**src/rtl/fetch_queue_if.sv**
```systemverilog
// Bundles the instruction-bus handshake and the decode-side queue port of fetch_queue.
// The master modport is the fetch queue; the slave modport is the bus plus decode side.
interface fetch_queue_if #(
    parameter int DEPTH = 4,
    parameter int XLEN  = 64,
    parameter int ILEN  = 32
);
    typedef struct packed {
        logic            valid;
        logic [XLEN-1:0] addr;
    } ibus_req_t;

    typedef struct packed {
        logic            addr_ok;
        logic            data_ok;
        logic [ILEN-1:0] data;
    } ibus_resp_t;

    ibus_req_t              ireq;
    ibus_resp_t             iresp;
    logic                   redirect_valid;
    logic [XLEN-1:0]        redirect_pc;
    logic                   out_valid;
    logic [XLEN-1:0]        out_pc;
    logic [ILEN-1:0]        out_instr;
    logic                   out_ready;
    logic [$clog2(DEPTH):0] occupancy;

    modport master (
        output ireq, out_valid, out_pc, out_instr, occupancy,
        input  iresp, redirect_valid, redirect_pc, out_ready
    );

    modport slave (
        input  ireq, out_valid, out_pc, out_instr, occupancy,
        output iresp, redirect_valid, redirect_pc, out_ready
    );
endinterface

```
**src/rtl/fetch_queue.sv**
```systemverilog
// Fetch queue: one ibus request in flight, DEPTH-entry {pc, instr} FIFO.
// Latency: entry visible 1 cycle after data_ok.
// Backpressure: no request is issued unless a slot is free after this cycle's pop; redirect flushes and drains.
module fetch_queue #(
    parameter int              DEPTH    = 4,
    parameter int              XLEN     = 64,
    parameter int              ILEN     = 32,
    parameter logic [XLEN-1:0] RESET_PC = 64'h8000_0000
) (
    input  logic         clk,
    input  logic         reset,
    fetch_queue_if.master bus
);
    localparam int              PW   = $clog2(DEPTH);
    localparam int              OW   = PW + 1;
    localparam logic [OW-1:0]   FULL = OW'(DEPTH);

    typedef enum logic [1:0] {IDLE, REQ, DRAIN} state_t;

    state_t          state, state_nxt;
    logic [XLEN-1:0] fpc;
    logic [XLEN-1:0] req_addr;
    logic [PW-1:0]   head, tail;
    logic [OW-1:0]   occ, occ_after_pop;
    logic            push, pop, issue;

    logic [XLEN-1:0] pc_mem    [DEPTH];
    logic [ILEN-1:0] instr_mem [DEPTH];

    logic unused_addr_ok;
    assign unused_addr_ok = bus.iresp.addr_ok;

    always_comb begin
        state_nxt     = state;
        issue         = 1'b0;
        pop           = (occ != '0) && bus.out_ready;
        push          = (state == REQ) && bus.iresp.data_ok && !bus.redirect_valid;
        occ_after_pop = occ - OW'(pop);
        case (state)
            IDLE: begin
                if (!bus.redirect_valid && (occ_after_pop < FULL)) begin
                    state_nxt = REQ;
                    issue     = 1'b1;
                end
            end
            REQ: begin
                // A redirect landing with data_ok just drops the data; nothing left to drain.
                if (bus.iresp.data_ok)
                    state_nxt = IDLE;
                else if (bus.redirect_valid)
                    state_nxt = DRAIN;
            end
            DRAIN: begin
                if (bus.iresp.data_ok)
                    state_nxt = IDLE;
            end
            default: state_nxt = IDLE;
        endcase
    end

    // req_addr is captured at issue so the bus address stays put while fpc is redirected.
    always_ff @(posedge clk) begin
        if (!reset) begin
            state    <= IDLE;
            fpc      <= RESET_PC;
            req_addr <= RESET_PC;
            head     <= '0;
            tail     <= '0;
            occ      <= '0;
        end else begin
            state <= state_nxt;
            if (issue)
                req_addr <= fpc;
            if (bus.redirect_valid)
                fpc <= {bus.redirect_pc[XLEN-1:2], 2'b00};
            else if (push)
                fpc <= fpc + XLEN'(4);
            if (bus.redirect_valid) begin
                head <= tail;
                occ  <= '0;
            end else begin
                if (push)
                    tail <= tail + PW'(1);
                if (pop)
                    head <= head + PW'(1);
                occ <= occ_after_pop + OW'(push);
            end
        end
    end

    always_ff @(posedge clk) begin
        if (reset && push) begin
            pc_mem[tail]    <= fpc;
            instr_mem[tail] <= bus.iresp.data;
        end
    end

    assign bus.ireq      = {(state != IDLE), req_addr};
    assign bus.out_valid = (occ != '0);
    assign bus.out_pc    = pc_mem[head];
    assign bus.out_instr = instr_mem[head];
    assign bus.occupancy = occ;

    push_into_full: assert property (@(posedge clk) disable iff (!reset) !(push && (occ == FULL)));
endmodule

```
**src/flat_wrapper.sv**
```systemverilog
// flat-port wrapper written by rule: the top's interface ports become plain ports
module fetch_queue_flat 
#(
    parameter int              DEPTH    = 4,
    parameter int              XLEN     = 64,
    parameter int              ILEN     = 32,
    parameter logic [XLEN-1:0] RESET_PC = 64'h8000_0000
)
  (clk, reset, bus_ireq, bus_out_valid, bus_out_pc, bus_out_instr, bus_occupancy, bus_iresp, bus_redirect_valid, bus_redirect_pc, bus_out_ready);
  fetch_queue_if #(.DEPTH(DEPTH), .XLEN(XLEN), .ILEN(ILEN)) bus_i ();
  input  logic clk;
  input  logic reset;
  output wire logic [$bits(bus_i.ireq)-1:0] bus_ireq;
  output wire logic [$bits(bus_i.out_valid)-1:0] bus_out_valid;
  output wire logic [$bits(bus_i.out_pc)-1:0] bus_out_pc;
  output wire logic [$bits(bus_i.out_instr)-1:0] bus_out_instr;
  output wire logic [$bits(bus_i.occupancy)-1:0] bus_occupancy;
  input wire logic [$bits(bus_i.iresp)-1:0] bus_iresp;
  input wire logic [$bits(bus_i.redirect_valid)-1:0] bus_redirect_valid;
  input wire logic [$bits(bus_i.redirect_pc)-1:0] bus_redirect_pc;
  input wire logic [$bits(bus_i.out_ready)-1:0] bus_out_ready;
  assign bus_ireq = bus_i.ireq;
  assign bus_out_valid = bus_i.out_valid;
  assign bus_out_pc = bus_i.out_pc;
  assign bus_out_instr = bus_i.out_instr;
  assign bus_occupancy = bus_i.occupancy;
  assign bus_i.iresp = bus_iresp;
  assign bus_i.redirect_valid = bus_redirect_valid;
  assign bus_i.redirect_pc = bus_redirect_pc;
  assign bus_i.out_ready = bus_out_ready;
  fetch_queue #(.DEPTH(DEPTH), .XLEN(XLEN), .ILEN(ILEN), .RESET_PC(RESET_PC)) u_core (.clk(clk), .reset(reset), .bus(bus_i));
endmodule
```
**config.mk**
```make
export PLATFORM = sky130hd
export DESIGN_NAME = fetch_queue_flat
export DESIGN_NICKNAME = d
export VERILOG_FILES = /design/src/rtl/fetch_queue_if.sv /design/src/rtl/fetch_queue.sv /design/src/flat_wrapper.sv
export SDC_FILE = /design/constraint.sdc
export NUM_CORES = 1
export LEC_CHECK = 0
export BUFFER_PORTS_ARGS = -buffer_cell sky130_fd_sc_hd__clkbuf_2
export CAP_MARGIN = 10
export CORE_UTILIZATION = 52
export CTS_CLUSTER_DIAMETER = 30
export CTS_CLUSTER_SIZE = 28
export DETAILED_ROUTE_END_ITERATION = 7
export PLACE_DENSITY = 0.76
export SLEW_MARGIN = 25
export SYNTH_ARGS = -nofsm -noshare
export SYNTH_HDL_FRONTEND = slang
export SYNTH_SLANG_ARGS = --single-unit
```
**constraint.sdc**
```tcl
create_clock -name clk -period 4.1 [get_ports clk]
set_input_delay 1.025 -clock clk [delete_from_list [all_inputs] [get_ports clk]]
set_output_delay 1.025 -clock clk [all_outputs]
set_load 0.005 [all_outputs]
```
Word-level counts from Yosys, hierarchy flattened --
Memories as Yosys holds them, arrays and structs flattened. A register that Yosys moved wholly into a read port is not among the register bits. Index checks and enable logic that the tools add are counted.
Word-level totals: bits in registers 137, latch bits 0, RAM bits 384, memory bits (read-only) 0, bits of input ports 102, output and inout port bits 165, logic and storage cells 53, memories kept 2
Cells by class: add/sub/neg operators 5, multipliers 0, divide/modulo/power cells 0, order comparisons 1, eq/ne operators 5, shift operators 0, muxes and demuxes 17, bitwise logic cells 2, reductions and logical operators 14
Memories:
- u_core.pc_mem | depth 4, width 64, rd ports 1, clocked after Yosys merged registers in 1, write ports 1, RTL line fetch_queue.sv:27 | logic [XLEN-1:0] pc_mem [DEPTH];
- u_core.instr_mem | depth 4, width 32, rd ports 1, clocked after Yosys merged registers in 1, write ports 1, RTL line fetch_queue.sv:28 | logic [ILEN-1:0] instr_mem [DEPTH];
Operators with widths (number):
- $mux 64 | 2
- $add 64x3->64 const B | 1
- $mux 2 | 10
- $pmux 2 s3 | 1
- $reduce_bool 2->1 | 3
- $logic_and 1x1->1 | 5
- $add 2x1->2 const B | 2
- $mux 1 | 4
- $add 3x1->3 | 1
- $lt 3x3->1 const B | 1
- $ne 3x3->1 const B | 1
- $reduce_and 3->1 | 1
- $reduce_bool 3->1 | 1
- $sub 3x1->3 | 1
- $eq 2x1->1 const B | 1
- $eq 2x2->1 const B | 1
- $logic_not 2->1 | 1
- $ne 2x1->1 const B | 1
- $ne 2x2->1 const B | 1
- $not 1->1 | 2
- $reduce_and 2->1 | 1
- $reduce_or 2->1 | 1
- $logic_not 1->1 | 1

Longest topological paths before layout --
Gate-level depths: netlist of the first run.
depth after elaboration 7, gate-level depth with buffers 10, gate-level depth less buffers 8

Worst setup path after synthesis of the first run --
Ideal clock, no wire load.
path type input-to-reg, start input port reset, end memory u_core.instr_mem[1][0], enable pin, library setup time 463 ps, arrival time 3819 ps, required time 3637 ps, slack -183 ps, stages 4, path through clkbuf_1 -> nand2b_1 -> nor2_1 -> and2_1
On the way: cells in the longest elaborated chain, start to end 3
Ends and longest elaborated chain:
- start: declaration | RTL line flat_wrapper.sv:12 | input logic reset;
- $logic_and 1x1->1 | RTL line fetch_queue.sv:92 | if (reset && push) begin
- $mux 1 | RTL line fetch_queue.sv:92
- $mux 1 (not written as such) | RTL line fetch_queue.sv:94 | instr_mem[tail] <= bus.iresp.data;
- end: declaration | RTL line fetch_queue.sv:28
Every way passes these cells.

==> results.md, run 1 <==
- Reg clk slew, reported paths: 0.05 ns
- WP data arrival: 2.24 ns
- Initial Util: 52.7%
- # H-tree levels: 3
- Power Density: 560 nW/um2
- Site row count: 71
- Seq cells post-synth: 511
- Fin nets: 1,706
- Number of cells on the worst hold path: 2
- GRT Overall Usage: 25.4%
- Setup crit end kind: primary output
- Unrepaired setup endpoints after global routing: false
- Fmax: 306 MHz
- Fin crit share: 79.7%
- Setup TNS: 0 ns
- Synth unique cells: 51
- Max rail drop VDD: 0.393 mV
- Final setup violating endpoints: 0
- Root Driver: clkbuf_16
- Via count: 12,600
- Drt drc: 0
- Worst-Margin Slew: 0.953 ns
- Run status: finished clean
- Vias in the first global route: 12,800
- Critical Path RT: 3.07 ns
- Crit path max fanout: 58
- Setup Fix Bufs, Post-CTS: 0
- Max-slew headroom: 35.9%
- Core ar.: 37,500 um2
- Min-delay worst type: flip-flop to flip-flop
- Post-DR vias/cell: 5.76
- Port Buffers: 259
- YS warnings: 0
- Cell count of the worst reg-to-reg path: 9
- Final min period: 3.27 ns
- Total wire length: 48,500 um
- Fill count: 2,603
- Iteration-0 DRC count of the detailed router: 925
- CTS buffer count: 92
- Startpoint types: flip-flop
- Syn_area_per_cell: 15.3 um2
- Syn Inst Count: 1,288
- Placed Area: 21,800 um2
- Clock tree from TritonCTS: built
- Post-synth EDFFs: 376
- Ys async rst share: 0%
- Grt total ovfl: 0
- # clock sinks: 511
- Synth Flop Type: edfxtp_1
- Latest clock arrival within the worst-skew pair: 0.61 ns
- Synth-to-layout area growth: 26.4%
- Die area: 38,800 um2
- Chip height: 197 um
- First-pass GRT wire length: 73,500 um
- CP Class: flip-flop to primary output
- Fraction of layout cells with a size suffix above 1: 33.6%
- Routability cong.: 0.803
- Hold WS: 0.452 ns
- Layout Skew: 0.0181 ns
- Slew Limit Fails: 0
- Final ANT Viol Nets: 0
- Pin count of the biggest net entering global routing: 64
- Inserted Diodes: 0
- Mapped Area: 19,800 um2
- I/O pin cnt: 267
- Wire length per cell: 22.2 um
- Die X: 197 um
- Clk buf depth: 3
- Hold Fails Final Rpt: 0
- Drt pass-1 iters: 5
- Hold buffers post-CTS: 0
- Antenna violations before repair: 2
- Leak Pwr: 8.83 nW
- # Max-Cap Violations: 0
- Count of cells resized by post-cts repair: 0
- Hpwl dp: 29,100 um
- Fin area: 25,000 um2
- Seq/Total Area, Yosys: 70.8%
[worst paths after layout]
path / from / end / slack [ns]
setup / recovery: flip-flop / bus_out_instr[10] / 0.83
hold / removal: u_core.req_addr[34] / u_core.req_addr[34] / 0.45
setup reg to reg: u_core.bus.occupancy[0] / u_core.req_addr[60] / 1.05
hold reg to reg: u_core.req_addr[34] / u_core.req_addr[34] / 0.45
[sequential cells by signal, indices dropped and copies added (netlist names), named ones only]
name	cells
u_core.head	2
u_core.state	2
u_core.instr_mem	128
u_core.bus.occupancy	3
u_core.pc_mem	248
u_core.tail	2
u_core.req_addr	62
u_core.fpc	62
[worst max-delay path: stages, from the launching register on]
cell and delay (ns):
dfxtp_4 0.40, buf_12 0.39, mux4_2 0.63, clkbuf_2 0.15
[metal layers]
layer	routed length, um	share of wire, %	track usage, %	vias up
met3	3990	8.2	6.42	92
met1	19500	40	33.1	6284
met5	13	0.027	0	-
met2	23500	48	40.5	557
met4	1520	3.1	11.2	2
li1	-	-	-	5647
[area by class of cell]
class	instances	area [um2]	area share, %
sequential	511	14000	56.1
inverter	16	61.3	0.246
tap	511	639	2.56
multi-input combinational	687	5440	21.8
clock inverter	62	667	2.67
clock buffer	112	2520	10.1
timing repair buffer	287	1640	6.58
[cells by family (layout without fill, tap and decap cells)]
kind of cell	count (synthesis)	in the layout	synth area share [%]
xor gates and xnor gates	34	34	1.51
AOI/OAI and AO/OA	191	191	5.50
muxes	101	101	11.1
buffers and inverters	93	477	1.89
adders and majority gates	9	9	0.570
other	1	4	0.0190
and+or+nand+nor	348	348	8.64
DFF	511	511	70.8
[placed cells by master (no fill, tap or decap), drive strengths merged, types with 4 or more instances in the layout]
| cell | instances |
|---|---|
| or3 | 16 |
| clkbuf | 371 |
| nand2 | 156 |
| mux2i | 6 |
| nor2 | 41 |
| a211oi | 12 |
| clkinvlp | 11 |
| clkinv | 27 |
| and3 | 12 |
| inv | 33 |
| nand3 | 28 |
| xnor2 | 7 |
| and4 | 4 |
| and2 | 5 |
| edfxtp | 376 |
| or4 | 9 |
| a21oi | 84 |
| mux4 | 94 |
| bufinv | 7 |
| nor3 | 15 |
| nand4 | 37 |
| conb | 4 |
| xor2 | 27 |
| o21ai | 53 |
| o31ai | 7 |
| a31oi | 20 |
| dfxtp | 135 |
| buf | 28 |
| nor4 | 12 |
| ha | 9 |
[metrics by stage]
stage	power [mW]	utilization [%]	worst slack, ns	cells
6_report	14.0	66.6	0.833	2186
5_1_grt	14.4	66.6	0.744	2186
4_1_cts	14.1	66.6	0.788	2186
3_5_place_dp	6.48	58.1	0.714	2012
3_3_place_gp	6.46	58.1	0.814	2012
2_1_floorplan	6.17	-	0.852	1291
[synth_stat cells (2+ instances only)]
cell	n	area [um2]
dfxtp_1	135	2700
or2_2	3	18.8
and4_1	4	35.0
nand2_1	156	586
buf_1	10	37.5
a211oi_1	12	90.1
a31oi_1	20	125
o31ai_1	7	52.6
nand4_1	33	206
clkbuf_1	56	210
a311o_1	2	20.0
edfxtp_1	376	11300
nand2b_1	2	12.5
xnor2_1	7	61.3
nor3_1	15	75.1
o21ai_0	53	265
a21oi_1	84	420
buf_2	7	35.0
o211ai_1	3	22.5
buf_4	4	30.0
or3_1	16	100
xor2_1	27	236
inv_1	15	56.3
nor2_1	41	154
and3_1	12	75.1
and2_1	5	31.3
nor4b_1	3	26.3
ha_1	9	113
nor4_1	11	68.8
a311oi_1	3	26.3
or4_1	9	67.6
mux2i_1	6	60.1
nand3_1	28	140
nand4_2	4	50.1
mux4_2	94	2120
[where the power goes]
| group | total [mW] | internal (mW) | switching (mW) |
|---|---|---|---|
| logic | 0.602 | 0.266 | 0.335 |
| registers | 5.79 | 5.65 | 0.136 |
| clock network | 7.59 | 4.90 | 2.68 |
| total | 14.0 | 10.8 | 3.15 |
(Power assumes the default switching activity.)
==> run 2: changes to the inputs <==
Settings changed: ABC_AREA set to 1.
Clock period 4.1 ns to 3 ns, I/O delays scaled along.
==> results.md, run 2 <==
- Seq/Total Area, Yosys: 66.4% (was 70.8%)
- Latest clock arrival within the worst-skew pair: 0.60 ns (was 0.61 ns)
- Core ar.: 39,800 um2 (was 37,500 um2)
- I/O pin cnt: 267 (unchanged)
- Run status: finished clean (unchanged)
- Seq cells post-synth: 511 (unchanged)
- Syn_area_per_cell: 10.3 um2 (was 15.3 um2)
- Pin count of the biggest net entering global routing: 89 (was 64)
- Syn Inst Count: 2,046 (was 1,288)
- Power Density: 748 nW/um2 (was 560 nW/um2)
- CP peak stage delay: 0.45 ns (was 0.63 ns)
- Tot Pwr: 19.5 mW (was 14.0 mW)
- Setup crit end kind: primary output (unchanged)
- Area leader, netlist: edfxtp_1 (unchanged)
- Top cells by area, synth: edfxtp_1, dfxtp_1, o21ai_0 (was edfxtp_1, dfxtp_1, mux4_2)
- DP Worst Slack: 0.257 ns (was 0.714 ns)
- CP Class: flip-flop to primary output (unchanged)
- Critical Path RT: 2.25 ns (was 3.07 ns)
- Unrepaired setup endpoints after global routing: false (unchanged)
- Site row count: 73 (was 71)
- Vias in the first global route: 15,500 (was 12,800)
- Total wire length: 57,600 um (was 48,500 um)
- Post-synth top cells: nor2_1, edfxtp_1, o21ai_0 (was edfxtp_1, nand2_1, dfxtp_1)
- Setup TNS: 0 ns (unchanged)
- Grt total ovfl: 0 (unchanged)
- Hold WS: 0.381 ns (was 0.452 ns)
- Max rail drop VDD: 0.418 mV (was 0.393 mV)
- Reg clk slew, reported paths: 0.05 ns (about the same)
- Clk buf depth: 3 (unchanged)
- Slew Limit Fails: 0 (unchanged)
- Die area: 41,300 um2 (was 38,800 um2)
- Min-delay worst type: input port to flip-flop (was flip-flop to flip-flop)
- Layout Skew: 0.0212 ns (was 0.0181 ns)
- Fraction of layout cells with a size suffix above 1: 21.1% (was 33.6%)
- Fin nets: 2,433 (was 1,706)
- Clock tree from TritonCTS: built (unchanged)
- Antenna violations before repair: 0 (was 2)
- Max-slew headroom: 45.3% (was 35.9%)
- Biggest register: u_core.pc_mem (unchanged)
- YS warnings: 0 (unchanged)
- Top cell type's share of synthesized area: 53.6% (was 57.1%)
- Slowest stage cell on the critical path: buf_4 (was mux4_2)
- Ys async rst share: 0% (unchanged)
- Fmax: 351 MHz
- Most common cell after layout, fill and taps aside: nor2_1 (was edfxtp_1)
- Final ANT Viol Nets: 0 (unchanged)
- Startpoint types: flip-flop (unchanged)
- WP data arrival: 2.10 ns (was 2.24 ns)
- Fill count: 3,042 (was 2,603)
- Hpwl dp: 36,200 um (was 29,100 um)
- Synth unique cells: 43 (was 51)
- Synth Flop Type: edfxtp_1 (unchanged)
- Initial Util: 52.9% (was 52.7%)
- Final core occ: 65.5% (was 66.6%)
- Synth-to-layout area growth: 23.7% (was 26.4%)
- Max reg flops: 248 (unchanged)
- Leak Pwr: 9.68 nW (was 8.83 nW)
- Hold Fails Final Rpt: 0 (unchanged)
- CTS buffer count: 89 (was 92)
- Drt pass-1 iters: 5 (unchanged)
- Crit path max fanout: 54 (was 58)
- Final min period: 2.85 ns
- FF-to-FF setup slack: 0.60 ns (was 1.05 ns)
- Via count: 16,400 (was 12,600)
- Root Driver: clkbuf_16 (unchanged)
- First-pass GRT wire length: 86,800 um (was 73,500 um)
- Most frequent cell after synthesis: nor2_1 (was edfxtp_1)
- Area of the multi-input gates: 6260 um2 (was 5440 um2)
- Chip height: 203 um (was 197 um)
- # clock sinks: 511 (unchanged)
- Die X: 203 um (was 197 um)
- Fin crit share: 95.1%
- Post-DR vias/cell: 5.61 (was 5.76)
- Wire length per cell: 19.7 um (was 22.2 um)
- # Max-Cap Violations: 0 (unchanged)
- Final setup violating endpoints: 0 (unchanged)
- Worst Slack Setup Final: 0.148 ns (was 0.833 ns)
- Most frequent cells in the layout: nor2_1, edfxtp_1, o21ai_0 (was edfxtp_1, clkbuf_2, nand2_1)
- Mapped Area: 21,100 um2 (was 19,800 um2)
- Worst-path cell chain: buf_4 -> o21ai_0 -> o22ai_1 -> clkbuf_2 (was buf_12 -> mux4_2 -> clkbuf_2)
- Top Registers: u_core.pc_mem x248, u_core.instr_mem x128 (unchanged)
- Iteration-0 DRC count of the detailed router: 1,573 (was 925)
- GRT Overall Usage: 27.7% (was 25.4%)
- Routability cong.: 0.924 (was 0.803)
- Post-synth EDFFs: 376 (unchanged)
- Seq. cell area: 14,000 um2 (about the same)
- Worst-Margin Slew: 0.821 ns (was 0.953 ns)
- Port Buffers: 259 (unchanged)
- Drt drc: 0 (unchanged)
- Inserted Diodes: 0 (unchanged)
- # H-tree levels: 3 (unchanged)
run 2: cell count changes in the layout (fill, tap and decap cells not counted), moves of 16 or more:
cell,delta
o21ai_0,+253
nand2_1,+113
nor2_1,+351
nand3_1,+19
inv_1,+75
o22ai_1,+94
nand2_2,+17
nor2_2,+16
xor2_1,-21
mux4_2,-94
nand4_1,-23
run 2: repair_timing:
| item | in CTS | in global routing |
|---|---|---|
| endpoints found under the setup margin | 0 | 1 |
| hold endpoints to repair | 0 | 0 |
| gates resized for setup | 0 | 2 |
| buffers inserted | 0 | 0 |
| hold buffers | 0 | 0 |
run 2: path summary, 6_finish.rpt:
| kind | from | to | depth (start not counted) |
|---|---|---|---|
| worst max-delay path | flip-flop | bus_out_instr[21] | 4 |
| worst min-delay path | bus_iresp[14] | u_core.instr_mem[1][14] | 1 |
| worst max register to register | u_core.fpc[3] | u_core.fpc[52] | 10 |
| worst min register to register | u_core.req_addr[31] | u_core.req_addr[31] | 2 |
run 2: layout make-up:
class,count,area share [%]
clock buffer,109,9.38
sequential,511,53.7
timing repair buffer,294,6.52
multi-input combinational,1323,24.0
inverter,103,1.52
tap,525,2.52
clock inverter,56,2.38
run 2: metrics by stage:
stage	cell area [um2]	cells
floorplan	21100	2049
global placement	23000	2756
detailed placement	23000	2756
CTS	26100	2921
global route	26100	2921
finish	26100	2921
run 2: metal layers:
| layer | track usage [%] | vias to the layer above | wire length (um) |
|---|---|---|---|
| li1 | - | 7739 | - |
| met1 | 37.3 | 7751 | 23700 |
| met2 | 43.5 | 776 | 26900 |
| met3 | 5.26 | 126 | 4900 |
| met4 | 12.9 | 0 | 2130 |
| met5 | 0 | - | 0 |
run 2: logic make-up after synthesis:
logic type,synth area share [%]
DFF,66.4
and+or+nand+nor,15.0
buffers and inverters,4.17
other,0.0178
AOI/OAI and AO/OA,13.6
xor gates and xnor gates,0.332
adders and majority gates,0.534
run 2: worst max-delay path, delay by kind of cell (launching register included):
| kind | cells | cell delay [ns] |
|---|---|---|
| buf+inv | 2 | 0.62 |
| compound gates | 2 | 0.46 |
| flops | 1 | 0.40 |
run 2: power by group:
group,leakage [nW],total [mW],switching (mW),internal [mW]
clock network,1.50,10.1,3.43,6.70
registers,4.52,8.03,0.238,7.79
logic,3.66,1.34,0.840,0.495
